===== src/rtl/startup_display_engine_pkg.sv =====
// Purpose : shared constants, display pattern table and majority-vote helper for the startup display.
// Latency : n/a (package only).
// Backpressure: n/a (package only).
package startup_display_engine_pkg;

    localparam int          NPAT_DEF    = 8;
    localparam int          LED_W_DEF   = 8;
    // Dwell per pattern in timer ticks; the sequencing FSM compares TMR against this.
    localparam logic [15:0] DWELL_TICKS = 16'hBB8;
    localparam int          PAT_TBL_N   = 8;

    // Display pattern table. Indices past the table wrap, so NPAT > PAT_TBL_N repeats it.
    function automatic logic [31:0] pat_word(input int unsigned idx);
        logic [31:0] w;
        case (idx % PAT_TBL_N)
            0:       w = 32'h81;
            1:       w = 32'h42;
            2:       w = 32'h24;
            3:       w = 32'h18;
            4:       w = 32'h3C;
            5:       w = 32'h7E;
            6:       w = 32'hFF;
            default: w = 32'hA5;
        endcase
        return w;
    endfunction

    // Bitwise 2-of-3 vote. Callers zero-extend narrower values and cast the result back.
    function automatic logic [31:0] maj3(input logic [31:0] a, input logic [31:0] b,
                                         input logic [31:0] c);
        return (a & b) | (a & c) | (b & c);
    endfunction

endpackage


===== src/rtl/startup_pattern_rom.sv =====
// Purpose : synchronous-read pattern ROM; ADR=k (1..NPAT) returns table word k-1.
// Latency : 1 cycle from adr to rom_q.
// Backpressure: none; reads every cycle. Ports: CLK, RST (async high), adr, rom_q.
module startup_pattern_rom
    import startup_display_engine_pkg::*;
#(
    parameter int NPAT  = NPAT_DEF,
    parameter int LED_W = LED_W_DEF,
    parameter int AW    = $clog2(NPAT + 2)
) (
    input  logic             CLK,
    input  logic             RST,
    input  logic [AW-1:0]    adr,
    output logic [LED_W-1:0] rom_q
);

    logic [LED_W-1:0] word;

    // Out-of-range addresses (blank and end-of-table) read as zero; consumers ignore them.
    always_comb begin
        word = '0;
        if (adr != '0 && 32'(adr) <= NPAT) begin
            word = LED_W'(pat_word(32'(adr) - 32'd1));
        end
    end

    always_ff @(posedge CLK or posedge RST) begin
        if (RST) begin
            rom_q <= '0;
        end else begin
            rom_q <= word;
        end
    end

endmodule


===== src/rtl/startup_display_engine.sv =====
// Purpose : responder side of the startup LED display: tick timer, pattern address, ROM, LED drive; all
//           state triplicated and majority-voted. Ports: CLK, RST, CLEAR, DISP, LOAD_PAT, NXT_ADR, RST_TMR in;
//           TMR, DONE, LEDS out. Latency: strobes act on the next edge; LEDS lags pat_reg/DISP by one cycle.
// Backpressure: none; strobes are level-sampled every edge and a held strobe acts once per cycle.
module startup_display_engine
    import startup_display_engine_pkg::*;
#(
    parameter int NPAT     = NPAT_DEF,
    parameter int LED_W    = LED_W_DEF,   // voting helper limits this to 32
    parameter int TICK_DIV = 40000
) (
    input  logic             CLK,
    input  logic             RST,
    input  logic             CLEAR,
    input  logic             DISP,
    input  logic             LOAD_PAT,
    input  logic             NXT_ADR,
    input  logic             RST_TMR,
    output logic [15:0]      TMR,
    output logic             DONE,
    output logic [LED_W-1:0] LEDS
);

    localparam int            AW       = $clog2(NPAT + 2);
    localparam int            PW       = $clog2(TICK_DIV + 1);
    localparam logic [PW-1:0] PSC_LAST = PW'(TICK_DIV - 1);
    localparam logic [AW-1:0] ADR_END  = AW'(NPAT + 1);

    // Three copies of every state register; the attributes stop synthesis from merging them.
    (* keep = "true", dont_touch = "true" *) logic [15:0]      tmr_q  [3];
    (* keep = "true", dont_touch = "true" *) logic [PW-1:0]    psc_q  [3];
    (* keep = "true", dont_touch = "true" *) logic [AW-1:0]    adr_q  [3];
    (* keep = "true", dont_touch = "true" *) logic             done_q [3];
    (* keep = "true", dont_touch = "true" *) logic [LED_W-1:0] rom_q  [3];
    (* keep = "true", dont_touch = "true" *) logic [LED_W-1:0] pat_q  [3];
    (* keep = "true", dont_touch = "true" *) logic [LED_W-1:0] leds_q [3];

    logic [15:0]      tmr_v,  tmr_n;
    logic [PW-1:0]    psc_v,  psc_n;
    logic [AW-1:0]    adr_v,  adr_n;
    logic             done_v, done_n;
    logic [LED_W-1:0] rom_v;
    logic [LED_W-1:0] pat_v,  pat_n;
    logic [LED_W-1:0] leds_v, leds_n;

    // Voted view of the state; both the outputs and every copy's next value come from here,
    // so a single upset copy is overwritten on the following edge.
    always_comb begin
        tmr_v  = 16'(maj3(32'(tmr_q[0]), 32'(tmr_q[1]), 32'(tmr_q[2])));
        psc_v  = PW'(maj3(32'(psc_q[0]), 32'(psc_q[1]), 32'(psc_q[2])));
        adr_v  = AW'(maj3(32'(adr_q[0]), 32'(adr_q[1]), 32'(adr_q[2])));
        done_v = 1'(maj3(32'(done_q[0]), 32'(done_q[1]), 32'(done_q[2])));
        rom_v  = LED_W'(maj3(32'(rom_q[0]), 32'(rom_q[1]), 32'(rom_q[2])));
        pat_v  = LED_W'(maj3(32'(pat_q[0]), 32'(pat_q[1]), 32'(pat_q[2])));
        leds_v = LED_W'(maj3(32'(leds_q[0]), 32'(leds_q[1]), 32'(leds_q[2])));
    end

    always_comb begin
        tmr_n  = tmr_v;
        psc_n  = psc_v;
        adr_n  = adr_v;
        pat_n  = pat_v;
        // Prescaler wraps every TICK_DIV edges; TMR steps on the wrap and sticks at all-ones.
        if (RST_TMR) begin
            psc_n = '0;
            tmr_n = '0;
        end else if (psc_v == PSC_LAST) begin
            psc_n = '0;
            if (tmr_v != 16'hFFFF) begin
                tmr_n = tmr_v + 16'd1;
            end
        end else begin
            psc_n = psc_v + PW'(1);
        end
        // CLEAR wins over NXT_ADR; the address parks at NPAT+1 once the table is consumed.
        if (CLEAR) begin
            adr_n = '0;
        end else if (NXT_ADR && adr_v != ADR_END) begin
            adr_n = adr_v + AW'(1);
        end
        // DONE tracks the new address so it rises on the same edge as the final advance.
        done_n = (adr_n == ADR_END);
        // A LOAD_PAT after completion must not capture the don't-care ROM word.
        if (CLEAR) begin
            pat_n = '0;
        end else if (LOAD_PAT && !done_v) begin
            pat_n = rom_v;
        end
        leds_n = DISP ? pat_v : '0;
    end

    for (genvar g = 0; g < 3; g++) begin : gen_copy
        (* keep_hierarchy = "yes", dont_touch = "true" *)
        startup_pattern_rom #(
            .NPAT  (NPAT),
            .LED_W (LED_W),
            .AW    (AW)
        ) u_rom (
            .CLK   (CLK),
            .RST   (RST),
            .adr   (adr_v),
            .rom_q (rom_q[g])
        );

        always_ff @(posedge CLK or posedge RST) begin
            if (RST) begin
                tmr_q[g]  <= '0;
                psc_q[g]  <= '0;
                adr_q[g]  <= '0;
                done_q[g] <= 1'b0;
                pat_q[g]  <= '0;
                leds_q[g] <= '0;
            end else begin
                tmr_q[g]  <= tmr_n;
                psc_q[g]  <= psc_n;
                adr_q[g]  <= adr_n;
                done_q[g] <= done_n;
                pat_q[g]  <= pat_n;
                leds_q[g] <= leds_n;
            end
        end
    end

    assign TMR  = tmr_v;
    assign DONE = done_v;
    assign LEDS = leds_v;

endmodule


===== config.mk =====
export PLATFORM = sky130hd
export DESIGN_NAME = startup_display_engine
export DESIGN_NICKNAME = d
export VERILOG_FILES = /design/src/rtl/startup_display_engine_pkg.sv /design/src/rtl/startup_pattern_rom.sv /design/src/rtl/startup_display_engine.sv
export SDC_FILE = /design/constraint.sdc
export NUM_CORES = 1
export LEC_CHECK = 0
export BUFFER_PORTS_ARGS = -buffer_cell sky130_fd_sc_hd__buf_2
export CORE_UTILIZATION = 60
export DETAILED_ROUTE_END_ITERATION = 7
export PLACE_DENSITY_LB_ADDON = 0.2
export SKIP_LAST_GASP = 1
export SYNTH_ARGS = -nofsm -noshare
export SYNTH_HDL_FRONTEND = slang
export SYNTH_SLANG_ARGS = --single-unit

===== constraint.sdc =====
create_clock -name CLK -period 6.9 [get_ports CLK]
set_input_delay 0.69 -clock CLK [delete_from_list [all_inputs] [get_ports CLK]]
set_output_delay 0.69 -clock CLK [all_outputs]
set_load 0.05 [all_outputs]

=== After elaboration in Yosys (flattened, before gate mapping) ===
Cells that the tools add are included.

* Logic and storage cells: 61
* Register bits: 61

* Multiplexer cells: 12
* Add/sub/neg operators: 4
* Reductions and logical operators: 6
* Order comparisons: 1
* Bitwise logic cells: 21
* Eq/ne operators: 10

{| class="wikitable"
|+ Operator list
! kind !! number
|-
| $mux 16 || 5
|-
| $or 16x16->16 || 4
|-
| $pmux 8 s7 || 1
|-
| $or 8x8->8 || 6
|-
| $add 16x1->16 const B || 2
|-
| $and 16x16->16 || 2
|-
| $logic_not 32->1 || 1
|-
| $mux 8 || 4
|-
| $and 8x8->8 || 3
|-
| $eq 16x16->1 const B || 1
|-
| $ne 16x16->1 const B || 1
|-
| $eq 3x3->1 const B || 3
|-
| $mux 4 || 2
|-
| $or 4x4->4 || 2
|-
| $eq 3x2->1 const B || 2
|-
| $add 4x1->4 const B || 1
|-
| $and 4x4->4 || 1
|-
| $eq 4x4->1 const B || 1
|-
| $le 4x4->1 const B || 1
|-
| $ne 4x4->1 const B || 1
|-
| $reduce_bool 4->1 || 1
|-
| $eq 3x1->1 const B || 1
|-
| $logic_and 1x1->1 || 3
|-
| $sub 3x1->3 const B || 1
|-
| other kinds (3) || 4
|}

=== Longest topological paths before layout ===
Gate-level depths: netlist (run 1).

* Depth after elaboration: 8
* Gate-level depth with buffers: 8
* Gate-level depth less buffers: 7

=== Modules after synthesis ===
The synthesis (run 1) kept the hierarchy.

{| class="wikitable"
|+ By module, submodules not included
! module !! seq. area each (um2) !! times used !! area each (um2) !! cells each
|-
| startup_display_engine || 1326.3 || 1 || 3473.3 || 366
|-
| startup_pattern_rom || 100.1 || 3 || 349.1 || 36
|}

=== Worst setup path after synthesis (run 1) ===
Ideal clock, no wire load.

* Kind: register to register
* Start: reg psc_q[13] (netlist name)
* End: reg tmr_q[13] (netlist name)
* Data arrival time: 2.102 ns
* Library setup time: 0.125 ns
* Path slack: 4.673 ns
* Stages on the path, launching flop included: 6
* Cell sequence: dfrtp_1 or4b_4 nor4_4 nand2_1 nor3_1 mux2_2

* Longest elaborated chain between the ends: 6

{| class="wikitable"
|+ Ends and longest elaborated chain
! what !! RTL line !! RTL
|-
| from (decl) || startup_display_engine.sv:31 || <nowiki>(* keep = "true", dont_touch = "true" *) logic [PW-1:0] psc_q [3];</nowiki>
|-
| from (signal, indexed assignment) || startup_display_engine.sv:115 || <nowiki>psc_q[g] <= psc_n;</nowiki>
|-
| $and 16x16->16 * || startup_display_engine_pkg.sv:31 || <nowiki>return (a & b) | (a & c) | (b & c);</nowiki>
|-
| $or 16x16->16 || startup_display_engine_pkg.sv:31 ||
|-
| $or 16x16->16 * || startup_display_engine_pkg.sv:31 ||
|-
| $eq 16x16->1 * || startup_display_engine.sv:67 || <nowiki>end else if (psc_v == PSC_LAST) begin</nowiki>
|-
| $mux 16 * || startup_display_engine.sv:67 ||
|-
| $mux 16 * || startup_display_engine.sv:64 || <nowiki>if (RST_TMR) begin</nowiki>
|-
| to (signal, indexed assignment) || startup_display_engine.sv:114 || <nowiki>tmr_q[g] <= tmr_n;</nowiki>
|-
| to (decl) || startup_display_engine.sv:30 || <nowiki>(* keep = "true", dont_touch = "true" *) logic [15:0] tmr_q [3];</nowiki>
|}

Every way passes the cells marked *; elsewhere a longest branch is shown, timed or not.

=== Worst setup path in the final report (run 1) ===
* Start: reg psc_q[13] (netlist name)
* End: reg tmr_q[14] (netlist name)

The elaborated chain is that of the path after synthesis.

==> results of run 1 <==
[registers in the layout, indices dropped and copies added, names as in the netlist]
signal                count
adr_q                     4
psc_q                    16
pat_q                     8
tmr_q                    16
gen_copy.u_rom/rom_q     12
done_q                    1
leds_q                    8
[where the power goes]
group / switching, mW / internal [mW] / total [mW]
Clock: 0.137 / 0.163 / 0.301
Combinational: 0.0511 / 0.0326 / 0.0837
Sequential: 0.0130 / 0.395 / 0.408
Total: 0.202 / 0.591 / 0.792
[stage by stage]
stage	hold slack, ns	instances	setup slack, ns
finish	0.253	446	4.36
global route	0.264	446	4.26
CTS	0.255	446	4.39
detailed placement	0.472	431	4.40
global placement	0.462	431	4.48
floorplan	0.448	367	4.70
[layout make-up]
cell class	instances	area share (%)
timing repair buffer	32	4.23
clock inverter	4	1.17
inverter	18	1.76
tap	75	2.44
multi-input combinational	241	44.7
sequential	65	42.3
clock buffer	11	3.42
[worst register-to-register path, cell delays in order, from the launching register on]
cell and delay, ns:
dfrtp_1 0.42, or4b_4 0.57, nor4_4 0.52, nand3_2 0.27, or4_1 0.54, a21oi_1 0.15
[routing by layer]
metal | up-vias | global-route usage (%) | share of wire (%)
li1 | 1250 | - | -
met2 | 44 | 34.4 | 48
met4 | 0 | 8.21 | 1.7
met3 | 9 | 6.48 | 4.4
met5 | - | 0 | 0
met1 | 1176 | 28.2 | 46
[how the worst min path moves through the flow]
stage,slack (ns),depth (start not counted),from,end
after floorplan,0.45,1,psc_q[0],psc_q[0]
after global placement,0.46,1,psc_q[0],psc_q[0]
after detailed placement,0.47,1,psc_q[0],psc_q[0]
after CTS,0.25,2,RST,gen_copy[0].u_rom/rom_q[4]
after global routing,0.26,2,RST,gen_copy[0].u_rom/rom_q[4]
final,0.25,2,RST,gen_copy[0].u_rom/rom_q[4]
[layout by cell type (no fill, tap or decap), types with 3 or more instances in the layout]
cell type,count
a21oi_1,9
a22o_1,8
and2_1,9
and3_1,8
and3b_2,3
buf_2,31
clkbuf_8,9
clkinv_2,3
dfrtp_1,65
ha_1,16
inv_1,17
maj3_1,8
nand2_1,11
nand2b_1,3
nand2b_2,3
nand3_1,10
nand4_1,13
nand4b_1,4
nor2_1,35
nor3_1,9
nor3_2,3
nor3b_1,4
nor4b_1,3
nor4b_2,3
o211ai_1,3
o21ai_0,16
o2bb2ai_1,3
o311ai_1,3
or2b_1,3
or2b_2,3
or3_1,5
xnor2_1,8
xor2_1,18
==> flow_summary_export.csv, run 1 <==
group,metric,value,unit
outcome,status,"finished clean",
detailed_routing,antenna_left,0,
timing,hold_viol,0,
grt,antenna_found_initial,0,
cts,clkTransAtPathRegs,0.07,ns
layout,seq_area,1630,um2
layout,fin_area,3840,um2
placed_design,gp_congestion,0.811,
setup_path,startpoint,"psc_q[13]",
die,dieArea,6510,um2
flow_run,cap_violations,0,
cts,clk_latency,0.34,ns
setup_path,startpoint_type,"flip-flop",
setup_path,rrSetupSlack,4.36,ns
die,die_x,80.7,um
layout,fin_util,64.6,%
setup_path,arrival,2.80,ns
yosys,synth_area,3720,um2
cts,clock-sinks,65,
yosys,syn-mean-instance-area,10.1,um2
setup_path,slowest_stage,"or4b_4",
detailed_routing,via_per_inst,5.56,
setup_path,worstPathCellList,"or4b_4 > nor4_4 > nand3_2 > or4_1 > a21oi_1",
setup_path,rr_endpoint,"tmr_q[14]",
yosys,synth_cells,367,
power_and_ir_drop,p_leak,1.77,nW
grt,grt_pass1_vias,2309,
detailed_routing,wire_per_inst,14.2,um
timing,setup_violations,0,
setup_path,cp_data_required_time,7.17,ns
grt,track_usage,21.8,%
detailed_routing,drt_first_pass_iters,4,
layout,n_fill_cell,501,
setup_path,cp_num_buf_inv,0,
setup_path,critPathCaptureType,"flip-flop",
setup_path,cp_max_fo,11,
cts,cts_tree,"done",
timing,final-max-slew-violation-count,0,
detailed_routing,wl,6350,um
layout,antenna_cells,0,
grt,grt_pass1_wl,10600,um
timing,period_minus_slack,2.54,ns
timing,period_share,36.8,%
placed_design,placed_cell_area,3670,um2
setup_path,crit_cells,5,
grt,overflow,0,
timing,tns,0,ns
hold_path,min_path_type,"primary input to asynchronous set/reset pin",
die,rows,28,
detailed_routing,drt_iter0_drc,107,
detailed_routing,dr_total_vias,2479,
cts,cts_buffer_depth,2,
cts,numCtsBuffers,9,
cts,ctsHoldBuffers,0,
layout,multiInputGateArea,1720,um2
die,core,5960,um2
timing,max_freq,394,MHz
cts,htree_levels,3,
setup_path,r2r_cells,5,
die,boundaryPins,32,
timing,clock_skew,0.0122,ns
setup_path,crit_family,"simple AND/OR/NAND/NOR gates",
die,initial_core_util,62.4,%
layout,syn2layout_area_growth,3.43,%
power_and_ir_drop,finalPower,0.792,mW
yosys,yosysWarnings,0,
grt,grt_max_degree,54,
timing,slew_headroom,41.8,%
setup_path,worstSetupEndpoint,"tmr_q[14]",
cts,cts_resized,0,
cts,post_cts_buffers,0,
layout,drive_gt1_share,18.6,%
power_and_ir_drop,p_per_area,206,nW/um2
setup_path,r2r_start,"psc_q[13]",
setup_path,cpPeakStageDelay,0.57,ns
yosys,syn-num-nets,390,
setup_path,critPathKind,"flip-flop to flip-flop",
die,die_h,80.7,um
timing,grt_setup_unrepaired,"no",
power_and_ir_drop,peakVddDrop,0.149,mV
cts,root_buffer,"clkbuf_8",
detailed_routing,drc,0,
timing,worstMarginPinSlew,0.871,ns
layout,nets,390,
placed_design,io_buffers,31,
placed_design,place_hpwl,4340,um
(Power assumes the default switching activity.)
==> run 2, diff against run 1 <==
- clock period: 6.9 -> 2.55 ns (I/O delays scaled with it)
==> run 2 against run 1 <==
Routed wire length is 3.6% higher. Count of clock-buffer cells in the layout stayed put. Register-to-register slack worse by 4.2 ns. Sequential share of layout area is 1.2 points lower. Fmax is 6.5% higher. Worst hold slack worse by 0.071 ns. Cell count is 1.3% higher. Largest cell class unchanged. Critical endpoint is now tmr_q[15]. Total power grew to 3.0 times the previous value. Critical path depth is 1 higher. Sequential cell count stayed put. Die area stayed put.
==> flow_summary_export.csv, run 2 (synthesis results as in run 1) <==
group,metric,value,unit
timing,worstMarginPinSlew,0.814,ns
setup_path,cp_max_fo,6,
layout,n_fill_cell,459,
placed_design,io_buffers,31,
grt,overflow,0,
cts,root_buffer,"clkbuf_8",
layout,reg_top3,"psc_q x16, tmr_q x16, gen_copy.u_rom/rom_q x12",
die,rows,28,
power_and_ir_drop,p_per_area,609,nW/um2
cts,clock-sinks,65,
die,die_h,80.7,um
die,die_x,80.7,um
flow_run,cap_violations,0,
timing,tns,0,ns
power_and_ir_drop,peakVddDrop,0.481,mV
cts,cts_tree,"done",
detailed_routing,drt_iter0_drc,77,
detailed_routing,drc,0,
placed_design,place_hpwl,4580,um
timing,slew_headroom,45.6,%
detailed_routing,wl,6580,um
detailed_routing,antenna_left,0,
placed_design,gp_congestion,0.822,
layout,drive_gt1_share,19.9,%
timing,max_freq,420,MHz
grt,grt_pass1_wl,10800,um
detailed_routing,dr_total_vias,2551,
layout,layout_common_cells,"dfrtp_1 (65), nor2_1 (35), buf_2 (31), xor2_1 (18), inv_1 (17)",
layout,final_common_cell,"dfrtp_1",
timing,final-max-slew-violation-count,0,
layout,nets,395,
setup_path,arrival,2.64,ns
grt,antenna_found_initial,0,
detailed_routing,route.top_layer_used,"met4",
setup_path,critPathCaptureType,"flip-flop",
cts,clk_latency,0.34,ns
timing,period_share,93.4,%
placed_design,post-place-cells,435,
detailed_routing,drt_first_pass_iters,5,
hold_path,min_path_type,"primary input to flip-flop",
detailed_routing,wire_per_inst,14.6,um
detailed_routing,met3WireLength,275,um
detailed_routing,wl_met2,3190,um
die,dieArea,6510,um2
cts,cts_buffer_depth,2,
setup_path,startpoint_type,"flip-flop",
timing,period_minus_slack,2.38,ns
die,initial_core_util,62.4,%
detailed_routing,met1_length,3030,um
die,boundaryPins,32,
setup_path,critPathKind,"flip-flop to flip-flop",
cts,htree_levels,3,
cts,clkTransAtPathRegs,0.07,ns
layout,antenna_cells,0,
timing,grt_setup_unrepaired,"no",
power_and_ir_drop,p_leak,1.82,nW
layout,syn2layout_area_growth,6.33,%
cts,cts_resized,0,
die,core,5960,um2
grt,grt_max_degree,30,
setup_path,cp_data_required_time,2.80,ns
outcome,status,"finished clean",
timing,setup_violations,0,
grt,grt_pass1_vias,2339,
detailed_routing,via_per_inst,5.64,
grt,track_usage,22.3,%
cts,numCtsBuffers,9,
timing,hold_viol,0,
timing,clock_skew,0.0120,ns
layout,layoutNonFillerInstCount,452,
run 2: report_power, final:
| group | leakage (nW) | internal [mW] | switching, mW | total, mW |
|---|---|---|---|---|
| registers | 0.895 | 1.07 | 0.0355 | 1.10 |
| logic | 0.804 | 0.0904 | 0.142 | 0.232 |
| clock network | 0.120 | 0.675 | 0.395 | 1.07 |
| total | 1.82 | 1.83 | 0.573 | 2.41 |
run 2: cell type report:
type | count | area (um2) | share of cell area, %
clock buffer | 11 | 141 | 3.58
clock inverter | 5 | 103 | 2.60
inverter | 18 | 67.6 | 1.71
multi-input combinational | 241 | 1720 | 43.5
sequential | 65 | 1630 | 41.2
tap | 75 | 93.8 | 2.37
timing repair buffer | 37 | 203 | 5.13
run 2: worst max-delay path, stage by stage (launching register included):
cell and delay (ns):
dfrtp_1 0.41, or4b_4 0.56, nor4_4 0.37, buf_4 0.21, nand4b_1 0.18, or3_1 0.38
a21oi_1 0.19
run 2: layer usage:
layer | vias up | global-route usage, %
li1 | 1259 | -
met1 | 1219 | 28.3
met2 | 66 | 35.9
met3 | 7 | 6.93
met4 | 0 | 7.68
met5 | - | 0
run 2: worst paths after layout:
check	start	endpoint	slack (ns)	cells past startpoint
setup / recovery	psc_q[13]	tmr_q[15]	0.17	6
hold / removal	CLEAR	adr_q[2]	0.18	2
setup reg to reg	psc_q[13]	tmr_q[15]	0.17	6
min in group asynchronous	RST	gen_copy[0].u_rom/rom_q[5]	0.37	3
hold reg to reg	psc_q[0]	psc_q[0]	0.49	1
max in group asynchronous	RST	psc_q[1]	1.37	4
run 2: per-stage QoR:
stage / util [%] / setup WS, ns / power [mW] / hold slack (ns) / area, um2
after floorplan: - / 0.348 / 1.33 / 0.0211 / 3720
after global placement: 62.1 / 0.308 / 1.34 / 0.174 / 3700
after detailed placement: 62.1 / 0.238 / 1.35 / 0.177 / 3700
after CTS: 66.4 / 0.150 / 2.42 / 0.159 / 3950
after global routing: 66.4 / 0.0297 / 2.50 / 0.177 / 3950
final: 66.4 / 0.168 / 2.41 / 0.182 / 3950
run 2: timing repair:
item / in CTS / in global routing
hold buffers: 1 / 0
hold endpoints to repair: 12 / 0
buffers inserted: 0 / 0
==> run 3, diff against run 2 <==
- clock period: 2.55 -> 3 ns (I/O delays scaled with it)
==> run 3 against run 2 <==
Critical endpoint is now tmr_q[14]. Combinational power fell by 16%. Highest routed layer unchanged. Largest power group unchanged. Largest cell class unchanged. Sequential cell count unchanged. Sequential share of layout area rose by 0.55 points. Clock power decreased by 28%. Critical path type unchanged.
==> flow_summary_export.csv, run 3 (synthesis results as in run 1) <==
group,metric,value,unit
cts,ctsHoldBuffers,1,
cts,cts_tree,"done",
cts,cts_resized,0,
die,dieArea,6510,um2
setup_path,slowest_stage,"or4b_4",
layout,fin_area,3900,um2
timing,hold_viol,0,
timing,clock_skew,0.00669,ns
timing,fin_hold_ws,0.219,ns
die,die_x,80.7,um
setup_path,startpoint_type,"flip-flop",
grt,overflow,0,
timing,period_share,82.7,%
layout,nets,392,
flow_run,cap_violations,0,
setup_path,r2r_start,"psc_q[13]",
detailed_routing,wire_per_inst,13.7,um
detailed_routing,drc,0,
setup_path,critPathKind,"flip-flop to flip-flop",
layout,drive_gt1_share,19.5,%
cts,root_buffer,"clkbuf_8",
power_and_ir_drop,peakVddDrop,0.272,mV
grt,grt_max_degree,30,
setup_path,cp_data_required_time,3.26,ns
timing,max_freq,403,MHz
detailed_routing,drt_iter0_drc,87,
power_and_ir_drop,p_per_area,488,nW/um2
cts,post_cts_buffers,0,
detailed_routing,via_per_inst,5.57,
layout,reg_top3,"psc_q x16, tmr_q x16, gen_copy.u_rom/rom_q x12",
setup_path,critPathCaptureType,"flip-flop",
setup_path,worstPathCellList,"or4b_4 > nor4_4 > nand3_2 > or4_1 > a21oi_1",
hold_path,min_path_type,"primary input to flip-flop",
setup_path,crit_family,"simple AND/OR/NAND/NOR gates",
placed_design,placed_cell_area,3680,um2
cts,clkTransAtPathRegs,0.07,ns
cts,numCtsBuffers,9,
layout,layout_common_cells,"dfrtp_1 (65), nor2_1 (35), buf_2 (31), xor2_1 (18), inv_1 (17)",
cts,cts_buffer_depth,2,
cts,htree_levels,3,
setup_path,arrival,2.74,ns
detailed_routing,antenna_left,0,
layout,antenna_cells,0,
detailed_routing,wl,6160,um
placed_design,io_buffers,31,
die,initial_core_util,62.4,%
hold_path,hold_start,"CLEAR",
layout,syn2layout_area_growth,4.91,%
timing,slew_headroom,43.5,%
die,rows,28,
die,boundaryPins,32,
setup_path,rrSetupSlack,0.52,ns
power_and_ir_drop,p_leak,1.78,nW
timing,setup_violations,0,
detailed_routing,drt_first_pass_iters,4,
die,core,5960,um2
setup_path,startpoint,"psc_q[13]",
setup_path,cp_max_fo,11,
timing,tns,0,ns
cts,clk_latency,0.34,ns
grt,antenna_found_initial,0,
timing,worstMarginPinSlew,0.846,ns
setup_path,cpPeakStageDelay,0.56,ns
grt,grt_pass1_wl,10500,um
placed_design,place_hpwl,4400,um
layout,fin_util,65.5,%
layout,n_fill_cell,499,
cts,clock-sinks,65,
timing,final-max-slew-violation-count,0,
detailed_routing,dr_total_vias,2500,
setup_path,cp_num_buf_inv,0,
timing,period_minus_slack,2.48,ns
placed_design,gp_congestion,0.814,
die,die_h,80.7,um
grt,grt_pass1_vias,2308,
grt,track_usage,21.4,%
layout,final_common_cell,"dfrtp_1",
timing,grt_setup_unrepaired,"no",
outcome,status,"finished clean",
[run 3: path summary, 6_finish.rpt]
kind / end / cells past startpoint
worst max-delay path: tmr_q[14] / 5
worst min-delay path: adr_q[2] / 2
worst max register to register: tmr_q[14] / 5
worst min register to register: psc_q[0] / 1
max in group asynchronous: adr_q[0] / 4
min in group asynchronous: gen_copy[2].u_rom/rom_q[4] / 3
[run 3: metal layers]
layer  track usage (%)  up-vias  wire length [um]
li1                  -     1251                 -
met4              9.64        0                71
met2              33.6       34              2950
met5                 0        -                 0
met1              28.1     1209              2930
met3              5.23        6               199
[run 3: layout make-up]
type	count	area [um2]	area share [%]
Clock buffer	11	151	3.88
Clock inverter	5	62.6	1.60
Inverter	18	67.6	1.73
Multi-Input combinational cell	241	1720	44.0
Sequential cell	65	1630	41.7
Tap cell	75	93.8	2.41
Timing Repair Buffer	34	180	4.62
[run 3: power by group]
| group | total [mW] | switching [mW] | leakage, nW | internal [mW] |
|---|---|---|---|---|
| clock network | 0.773 | 0.340 | 0.102 | 0.433 |
| registers | 0.936 | 0.0289 | 0.895 | 0.907 |
| logic | 0.194 | 0.117 | 0.787 | 0.0765 |
| total | 1.90 | 0.486 | 1.78 | 1.42 |
[run 3: metrics by stage]
stage | total power, mW | instances | setup WS, ns
finish | 1.90 | 449 | 0.519
global route | 2.00 | 449 | 0.370
CTS | 1.93 | 449 | 0.487
detailed placement | 1.15 | 432 | 0.509
global placement | 1.14 | 432 | 0.598
floorplan | 1.13 | 367 | 0.798
